[src/rtl/lsu_pkg.sv]
// Shared types and default widths for the LSU memory stage.
package lsu_pkg;

    localparam int LSU_ADDR_W    = 32;
    localparam int LSU_DATA_W    = 32;
    localparam int LSU_REG_IDX_W = 5;

    typedef enum logic [1:0] {
        IDLE = 2'd0,
        REQ  = 2'd1,
        WAIT = 2'd2
    } lsu_state_t;

endpackage

[src/rtl/lsu_wait_timer.sv]
// Response-wait counter: cleared on entry to the wait phase, counts idle wait cycles,
// flags expiry on the TIMEOUT_CYCLES-th one. TIMEOUT_CYCLES == 0 never expires.
module lsu_wait_timer #(
    parameter int TIMEOUT_CYCLES = 64
) (
    input  logic clk,
    input  logic rst,
    input  logic clear,
    input  logic enable,
    output logic expire
);

    localparam int CNT_W = (TIMEOUT_CYCLES > 0) ? $clog2(TIMEOUT_CYCLES + 1) : 1;

    logic [CNT_W-1:0] count_q;
    logic [CNT_W-1:0] count_d;

    always_comb begin
        count_d = count_q;
        if (clear) begin
            count_d = '0;
        end else if (enable) begin
            count_d = count_q + 1'b1;
        end
    end

    always_ff @(posedge clk) begin
        if (rst) begin
            count_q <= '0;
        end else begin
            count_q <= count_d;
        end
    end

    generate
        if (TIMEOUT_CYCLES > 0) begin : g_timeout
            localparam logic [CNT_W-1:0] LAST = CNT_W'(TIMEOUT_CYCLES - 1);
            // Expiry fires during the last allowed idle cycle so the abort lands on its edge.
            assign expire = enable && (count_q == LAST);
        end else begin : g_no_timeout
            assign expire = 1'b0;
        end
    endgenerate

endmodule

[src/rtl/lsu_mem_access.sv]
// LSU memory stage: accepts one load/store, runs a valid/ready request, waits for load data,
// emits a one-cycle writeback. Optional feature macro: LSU_MISALIGN_CHECK_EN.
module lsu_mem_access
    import lsu_pkg::*;
#(
    parameter int ADDR_W         = LSU_ADDR_W,
    parameter int DATA_W         = LSU_DATA_W,
    parameter int REG_IDX_W      = LSU_REG_IDX_W,
    parameter int TIMEOUT_CYCLES = 64
) (
    input  logic                 clk,
    input  logic                 rst,
    input  logic                 ex_valid,
    output logic                 ex_ready,
    input  logic                 ex_is_load,
    input  logic                 ex_wr_en,
    input  logic [ADDR_W-1:0]    ex_rd_addr,
    input  logic [ADDR_W-1:0]    ex_wr_addr,
    input  logic [DATA_W-1:0]    ex_wr_data,
    input  logic [REG_IDX_W-1:0] ex_rd_idx,
    output logic                 mem_req_valid,
    input  logic                 mem_req_ready,
    output logic                 mem_req_we,
    output logic [ADDR_W-1:0]    mem_req_addr,
    output logic [DATA_W-1:0]    mem_req_wdata,
    input  logic                 mem_rsp_valid,
    input  logic [DATA_W-1:0]    mem_rsp_rdata,
    output logic                 wb_valid,
    output logic [REG_IDX_W-1:0] wb_rd_idx,
    output logic [DATA_W-1:0]    wb_data,
    output logic                 timeout,
    output logic                 misalign
);

    lsu_state_t           state_q, state_d;
    logic [ADDR_W-1:0]    addr_q, addr_d;
    logic [DATA_W-1:0]    wdata_q, wdata_d;
    logic [REG_IDX_W-1:0] rd_idx_q, rd_idx_d;
    logic                 we_q, we_d;
    logic                 wb_valid_q, wb_valid_d;
    logic [REG_IDX_W-1:0] wb_rd_idx_q, wb_rd_idx_d;
    logic [DATA_W-1:0]    wb_data_q, wb_data_d;
    logic                 timeout_q, timeout_d;
    logic                 misalign_q, misalign_d;

    logic [ADDR_W-1:0]    sel_addr;
    logic                 timer_clear;
    logic                 timer_en;
    logic                 timer_expire;
    logic                 req_active;

    lsu_wait_timer #(
        .TIMEOUT_CYCLES (TIMEOUT_CYCLES)
    ) u_wait_timer (
        .clk    (clk),
        .rst    (rst),
        .clear  (timer_clear),
        .enable (timer_en),
        .expire (timer_expire)
    );

    assign sel_addr = ex_is_load ? ex_rd_addr : ex_wr_addr;
    assign timer_en = (state_q == WAIT) && !mem_rsp_valid;

    always_comb begin
        state_d     = state_q;
        addr_d      = addr_q;
        wdata_d     = wdata_q;
        rd_idx_d    = rd_idx_q;
        we_d        = we_q;
        wb_valid_d  = 1'b0;
        wb_rd_idx_d = wb_rd_idx_q;
        wb_data_d   = wb_data_q;
        timeout_d   = 1'b0;
        misalign_d  = 1'b0;
        timer_clear = 1'b0;

        case (state_q)
            IDLE: begin
                if (ex_valid) begin
                    addr_d   = sel_addr;
                    wdata_d  = ex_wr_data;
                    rd_idx_d = ex_rd_idx;
                    we_d     = !ex_is_load && ex_wr_en;
                    // Nops are consumed here without touching memory.
                    if (ex_is_load || ex_wr_en) begin
`ifdef LSU_MISALIGN_CHECK_EN
                        if (sel_addr[1:0] != 2'b00) begin
                            misalign_d = 1'b1;
                        end else begin
                            state_d = REQ;
                        end
`else
                        state_d = REQ;
`endif
                    end
                end
            end
            REQ: begin
                if (mem_req_ready) begin
                    if (we_q) begin
                        state_d = IDLE;
                    end else begin
                        state_d     = WAIT;
                        timer_clear = 1'b1;
                    end
                end
            end
            WAIT: begin
                // A response arriving on the expiry cycle still wins over the abort.
                if (mem_rsp_valid) begin
                    state_d = IDLE;
                    if (rd_idx_q != '0) begin
                        wb_valid_d  = 1'b1;
                        wb_rd_idx_d = rd_idx_q;
                        wb_data_d   = mem_rsp_rdata;
                    end
                end else if (timer_expire) begin
                    state_d   = IDLE;
                    timeout_d = 1'b1;
                end
            end
            default: state_d = IDLE;
        endcase
    end

    always_ff @(posedge clk) begin
        if (rst) begin
            state_q     <= IDLE;
            wb_valid_q  <= 1'b0;
            wb_rd_idx_q <= '0;
            wb_data_q   <= '0;
            timeout_q   <= 1'b0;
            misalign_q  <= 1'b0;
            we_q        <= 1'b0;
        end else begin
            state_q     <= state_d;
            wb_valid_q  <= wb_valid_d;
            wb_rd_idx_q <= wb_rd_idx_d;
            wb_data_q   <= wb_data_d;
            timeout_q   <= timeout_d;
            misalign_q  <= misalign_d;
            we_q        <= we_d;
        end
    end

    // Request payload is only meaningful while a request is outstanding.
    always_ff @(posedge clk) begin
        addr_q   <= addr_d;
        wdata_q  <= wdata_d;
        rd_idx_q <= rd_idx_d;
    end

    assign req_active    = (state_q == REQ);
    assign ex_ready      = (state_q == IDLE);
    assign mem_req_valid = req_active;
    assign mem_req_we    = req_active && we_q;
    assign mem_req_addr  = req_active ? addr_q : '0;
    assign mem_req_wdata = req_active ? wdata_q : '0;
    assign wb_valid      = wb_valid_q;
    assign wb_rd_idx     = wb_rd_idx_q;
    assign wb_data       = wb_data_q;
    assign timeout       = timeout_q;
    assign misalign      = misalign_q;

endmodule

[config.mk]
export PLATFORM = sky130hd
export DESIGN_NAME = lsu_mem_access
export DESIGN_NICKNAME = d
export VERILOG_FILES = /design/src/rtl/lsu_pkg.sv /design/src/rtl/lsu_wait_timer.sv /design/src/rtl/lsu_mem_access.sv
export SDC_FILE = /design/constraint.sdc
export NUM_CORES = 1
export LEC_CHECK = 0
export BUFFER_PORTS_ARGS = -buffer_cell sky130_fd_sc_hd__buf_2
export CAP_MARGIN = 5
export CORE_AREA = 2 2 80 139
export DETAILED_ROUTE_END_ITERATION = 10
export DIE_AREA = 0 0 82 141
export PLACE_DENSITY = 0.84
export SLEW_MARGIN = 20
export SYNTH_ARGS = -nofsm -noshare
export SYNTH_HDL_FRONTEND = slang
export SYNTH_SLANG_ARGS = --single-unit
[constraint.sdc]
create_clock -name clk -period 12.6 [get_ports clk]
set_input_delay 2.52 -clock clk [delete_from_list [all_inputs] [get_ports clk]]
set_output_delay 2.52 -clock clk [all_outputs]
set_load 0.05 [all_outputs]
### Word-level counts from Yosys, hierarchy flattened

Index checks and enable logic that the tools add are counted.

| operators by class | value |
|---|---|
| div/mod/pow operators | 0 |
| magnitude comparators | 0 |
| $mul | 0 |
| bitwise gates (word level) | 2 |
| shift operators | 0 |
| add/sub/neg operators | 1 |
| reductions and logical operators | 15 |
| equal/unequal tests | 7 |
| muxes and demuxes | 15 |

Operator list:

| operator | count |
|---|---|
| 32-bit 2-to-1 mux | 3 |
| 2-bit 2-to-1 mux | 6 |
| 7-bit by 1-bit adder with 7-bit output (second input constant) | 1 |
| 7-bit by 6-bit equality test with 1-bit output (second input constant) | 1 |
| 2-bit one-hot mux with 3 select lines | 1 |
| 3-bit OR reduction | 2 |
| 1-bit 2-to-1 mux | 5 |
| 5-bit nonzero test | 1 |
| 1-bit logical AND | 4 |
| 2-bit != test (second input constant) | 2 |
| 4-bit AND reduction | 1 |
| 3-bit != test (second input constant) | 1 |
| 3-bit AND reduction | 1 |
| 2-bit by 1-bit equality test with 1-bit output (second input constant) | 1 |
| 2-bit equality test (second input constant) | 1 |
| 1-bit zero test | 2 |
| 2-bit zero test | 1 |
| 2-bit by 1-bit != test with 1-bit output (second input constant) | 1 |
| 1-bit NOT | 2 |
| 2-bit AND reduction | 1 |
| 2-bit OR reduction | 1 |
| 1-bit logical OR | 1 |

| storage, ports and cells | value |
|---|---|
| bits of input ports | 140 |
| bits in read-only memories | 0 |
| memory bits (writable) | 0 |
| memories | 0 |
| output and inout port bits | 107 |
| flip-flop bits (word level) | 118 |
| latch bits | 0 |

### Longest topological paths before layout

| depth | value |
|---|---|
| depth after elaboration | 6 |
| depth in mapped cells | 6 |
| gate-level depth less buffers | 4 |

### Cells and area by module

A second synthesis with hierarchy kept.

| second synthesis, totals | value |
|---|---|
| cells, all modules | 398 |
| area, all modules | 5,063.6 µm² |

Modules (own cells, without submodules):

| module | instances | area each (µm²) | cells each | seq. area each (µm²) |
|---|---|---|---|---|
| lsu_mem_access | 1 | 4,740.8 | 364 | 2,912.8 |
| lsu_wait_timer | 1 | 322.8 | 34 | 140.1 |

### Worst setup path before layout

Ideal clock, no wire load.

| timing path | value |
|---|---|
| path kind | input port to flip-flop |
| start | in ex_valid |
| end | reg addr_q[0], enable pin |
| cell stages on the path | 1 |
| data arrival time | 7.585 ns |
| data required time | 12.001 ns |
| buffers on the path | 0 |
| slack | 4.416 ns |
| cell sequence | nor3b_1 |

| on the way | value |
|---|---|
| word-level cells in the longest chain between the ends | 1 |

RTL lines:

| item | RTL line | text |
|---|---|---|
| from (decl) | lsu_mem_access.sv:13 | `input logic ex_valid,` |
| 2-bit AND reduction (no source line) | n/a |  |
| to (signal assigned) | lsu_mem_access.sv:149 | `addr_q <= addr_d;` |
| to (decl) | lsu_mem_access.sv:36 | `logic [ADDR_W-1:0] addr_q, addr_d;` |

No other way between the ends.
A chain may end at the register's enable or synchronous reset.

### Final worst setup path

| timing path | value |
|---|---|
| start | reg state_q[0] |
| end | out mem_req_addr[29] |

| on the way | value |
|---|---|
| word-level cells in the longest chain between the ends | 2 |

RTL lines:

| item | RTL line | text |
|---|---|---|
| from (decl) | lsu_mem_access.sv:35 | `lsu_state_t state_q, state_d;` |
| from (signal assigned) | lsu_mem_access.sv:137 | `state_q <= state_d;` |
| 2-bit by 1-bit equality test with 1-bit output | lsu_mem_access.sv:154 | `assign req_active = (state_q == REQ);` |
| 32-bit 2-to-1 mux | lsu_mem_access.sv:158 | `assign mem_req_addr = req_active ? addr_q : '0;` |
| to (decl) | lsu_mem_access.sv:24 | `output logic [ADDR_W-1:0] mem_req_addr,` |

No other way between the ends.

==> impl_results.md <==
* Number of max-cap violations at 0
* Sequential share of the synthesized area at 0.5979
* CTS buffer count at 17
* CORE AREA at 10510 µm²
* Fin cells at 787
* Worst-margin pin slew at 1.090 ns
* Detailed Routing Iterations Pass 1 at 6
* Final Wtd Congestion at 0.7644
* Final Util at 0.6563
* Setup TNS at 0 ns
* Fin crit share at 0.3721
* Setup Buffers After CTS at 0
* Final hold violation count at 0
* Die height at 141 µm
* Gr ovfl total at 0
* Final #Nets at 785
* Post-Syn Area at 5106 µm²
* Pwr Density at 145.7 nW/µm²
* WL final at 11130 µm
* First-pass GRT wire length at 16610 µm
* N_diodes at 0
* CTS Sinks at 118
* Static Leak at 3.028 nW
* Slew HR at 0.2735
* Net count after synthesis at 548
* Worst skew pair latency at 0.39 ns
* Total GRT Usage at 0.1905
* Residual DRC at 0
* I/O Pins at 247
* Antenna viol nets, final at 0
* Clock-pin slew on the worst setup and hold paths at 0.05 ns
* Htree depth at 4
* Period minus WS final at 4.688 ns
* Slew Viols, Final at 0
* CP Capture Type: primary output
* Critical Path Source Type: flip-flop
* Vias post-DR at 3785
* Critical Path RT at 10.08 ns
* HP Class: reg2reg
* CTS tree: yes
* Count of different cell masters after synthesis at 37
* CTS root buffer: clkbuf_16
* RSZ-0062 raised after global routing: no
* Hold buffer count at CTS at 0
* Critical path class: reg2out
* Row cnt at 50
* Initial antenna violation count at 0
* Post-DP HPWL at 8319 µm
* Mean number of vias per cell at 4.809
* Syn Area/Cell at 12.55 µm²
* Fmax at 213.3 MHz
* Hold Path Cell Cnt at 2
* Wire per inst at 14.15 µm
* Synth warnings at 0
* Worst Path Max Fanout at 67
* Vias in the first global route at 3749
* Overall power at 1.005 mW
* DP Worst Slack at 8.327 ns
* Layout cells sized above 1 at 0.4749
* Die ar. at 11560 µm²
* Starting Density at 0.4858
* Port bufs at 245
* Die width at 82 µm
* Synth-to-layout area growth at 35.09%
* Skew final at 0.01007 ns
* Fin worst setup slack at 7.912 ns
* Post-CTS sizing at 0
* CTS Buffer Depth at 2
* Reg2reg path depth at 3
* Largest net degree at the start of global routing at 82
* Final count of negative-setup-slack endpoints at 0
* Worst R2R Setup Slack at 10.56 ns
* Crit path arrival time at 2.17 ns
* Gate Count Post-Synth at 407
* Synth Register Bits at 118
* Max VDD drop at 108.6 µV
* Initial DRC Count at 87
* Post-placement cell count at 755
* Status: completed
-- where the power goes --
group,switching (mW),internal [mW],total (mW)
clock,0.154,0.266,0.420
combinational,0.0965,0.0483,0.145
sequential,0.00602,0.434,0.440
-- worst max-delay path: stages, from the launching register on --
cell and delay (ns):
dfxtp_1 0.49, and2b_2 0.75, and2_1 0.24, buf_2 0.27
-- logic make-up (layout without fill, tap and decap cells) --
family | after synthesis | in the layout | synth area share
flip-flops | 118 | 118 | 0.5979
other | 1 | 1 | 0.0007344
adder cells (fa/ha/maj) | 1 | 1 | 0.002450
AO/OA/AOI/OAI | 21 | 21 | 0.02328
XOR/XNOR | 1 | 1 | 0.001716
multiplexers | 64 | 64 | 0.1333
buffers and inverters | 30 | 280 | 0.02818
AND/OR/NAND/NOR | 171 | 171 | 0.2124
-- final timing paths --
| kind | end | start |
|---|---|---|
| setup / recovery | mem_req_addr[29] | state_q[0] |
| hold / removal | wb_rd_idx[2] | wb_rd_idx[2] |
| setup reg to reg | wb_rd_idx[4] | state_q[1] |
| hold reg to reg | wb_rd_idx[2] | wb_rd_idx[2] |
-- synthesized netlist by cell type --
library cell,number,area (µm²)
and2b_2,1,8.760
and3b_2,1,10.01
and2_1,65,406.6
nor4_1,1,6.260
inv_1,2,7.510
mux2_2,32,360.4
buf_4,4,30.03
mux2i_1,32,320.3
clkbuf_1,20,75.07
nor3_1,1,5.000
nand2_1,5,18.77
or3_2,2,15.01
nand3_1,2,10.01
conb_1,1,3.750
a21oi_1,8,40.04
buf_1,1,3.750
o21ai_0,8,40.04
nor2_1,3,11.26
o21bai_1,1,7.510
nand2b_1,72,450.4
or3b_1,1,8.760
nand3b_1,8,60.06
buf_2,1,5.000
ha_1,1,12.51
or4_1,3,22.52
or4b_2,1,10.01
nor2b_1,1,6.260
nor3b_1,2,15.01
a221oi_1,1,8.760
edfxtp_1,69,2072
xnor2_1,1,8.760
dfxtp_1,49,980.9
or3b_2,1,8.760
o21a_1,1,7.510
or4bb_1,1,11.26
o31ai_1,2,15.01
buf_6,2,22.52
-- metal layers --
| metal | track usage | vias up | wire [µm] | share of wire |
|---|---|---|---|---|
| met4 | 0.08860 | 0 | 227 | 0.020 |
| met2 | 0.3547 | 179 | 6070 | 0.55 |
| li1 | - | 1869 | - | - |
| met3 | 0.05378 | 17 | 854 | 0.077 |
| met1 | 0.1844 | 1720 | 3981 | 0.36 |
| met5 | 0 | - | 0 | 0 |
-- placed cells by master (no fill, tap or decap), types with 2 or more instances in the layout --
master	synthesis	layout
a21oi_1	8	8
and2_1	65	65
buf_2	1	245
clkbuf_1	20	3
clkbuf_16	0	17
clkinv_1	0	3
clkinv_2	0	5
clkinvlp_4	0	3
dfxtp_1	49	49
edfxtp_1	69	69
inv_1	2	2
mux2_2	32	32
mux2i_1	32	32
nand2_1	5	5
nand2b_1	72	72
nand3_1	2	2
nand3b_1	8	8
nor2_1	3	3
o21ai_0	8	8
o31ai_1	2	2
or3_2	2	2
or4_1	3	3
-- registers in the layout (all words and copies together) (netlist names) --
register,flops
state_q,2
addr_q,32
wb_data,32
rd_idx_q,5
u_wait_timer.count_q,7
wb_rd_idx,5
we_q,1
wdata_q,32
timeout,1
wb_valid,1
-- final cells by class --
type                            instances  area [µm²]
Tap cell                              130       162.7
Clock buffer                           20       436.7
Fill cell                             782        3612
Timing Repair Buffer                  246        1234
Sequential cell                       118        3053
Clock inverter                         12       88.84
Inverter                                2       7.507
Multi-Input combinational cell        259        1916
-- stage by stage --
step / area, µm² / hold WS, ns
floorplan: 5106 / 0.4521
global placement: 6372 / 0.4550
detailed placement: 6372 / 0.4633
CTS: 6898 / 0.4734
global route: 6898 / 0.4906
finish: 6898 / 0.4699
Note: power is estimated with default switching activity, not from simulation.
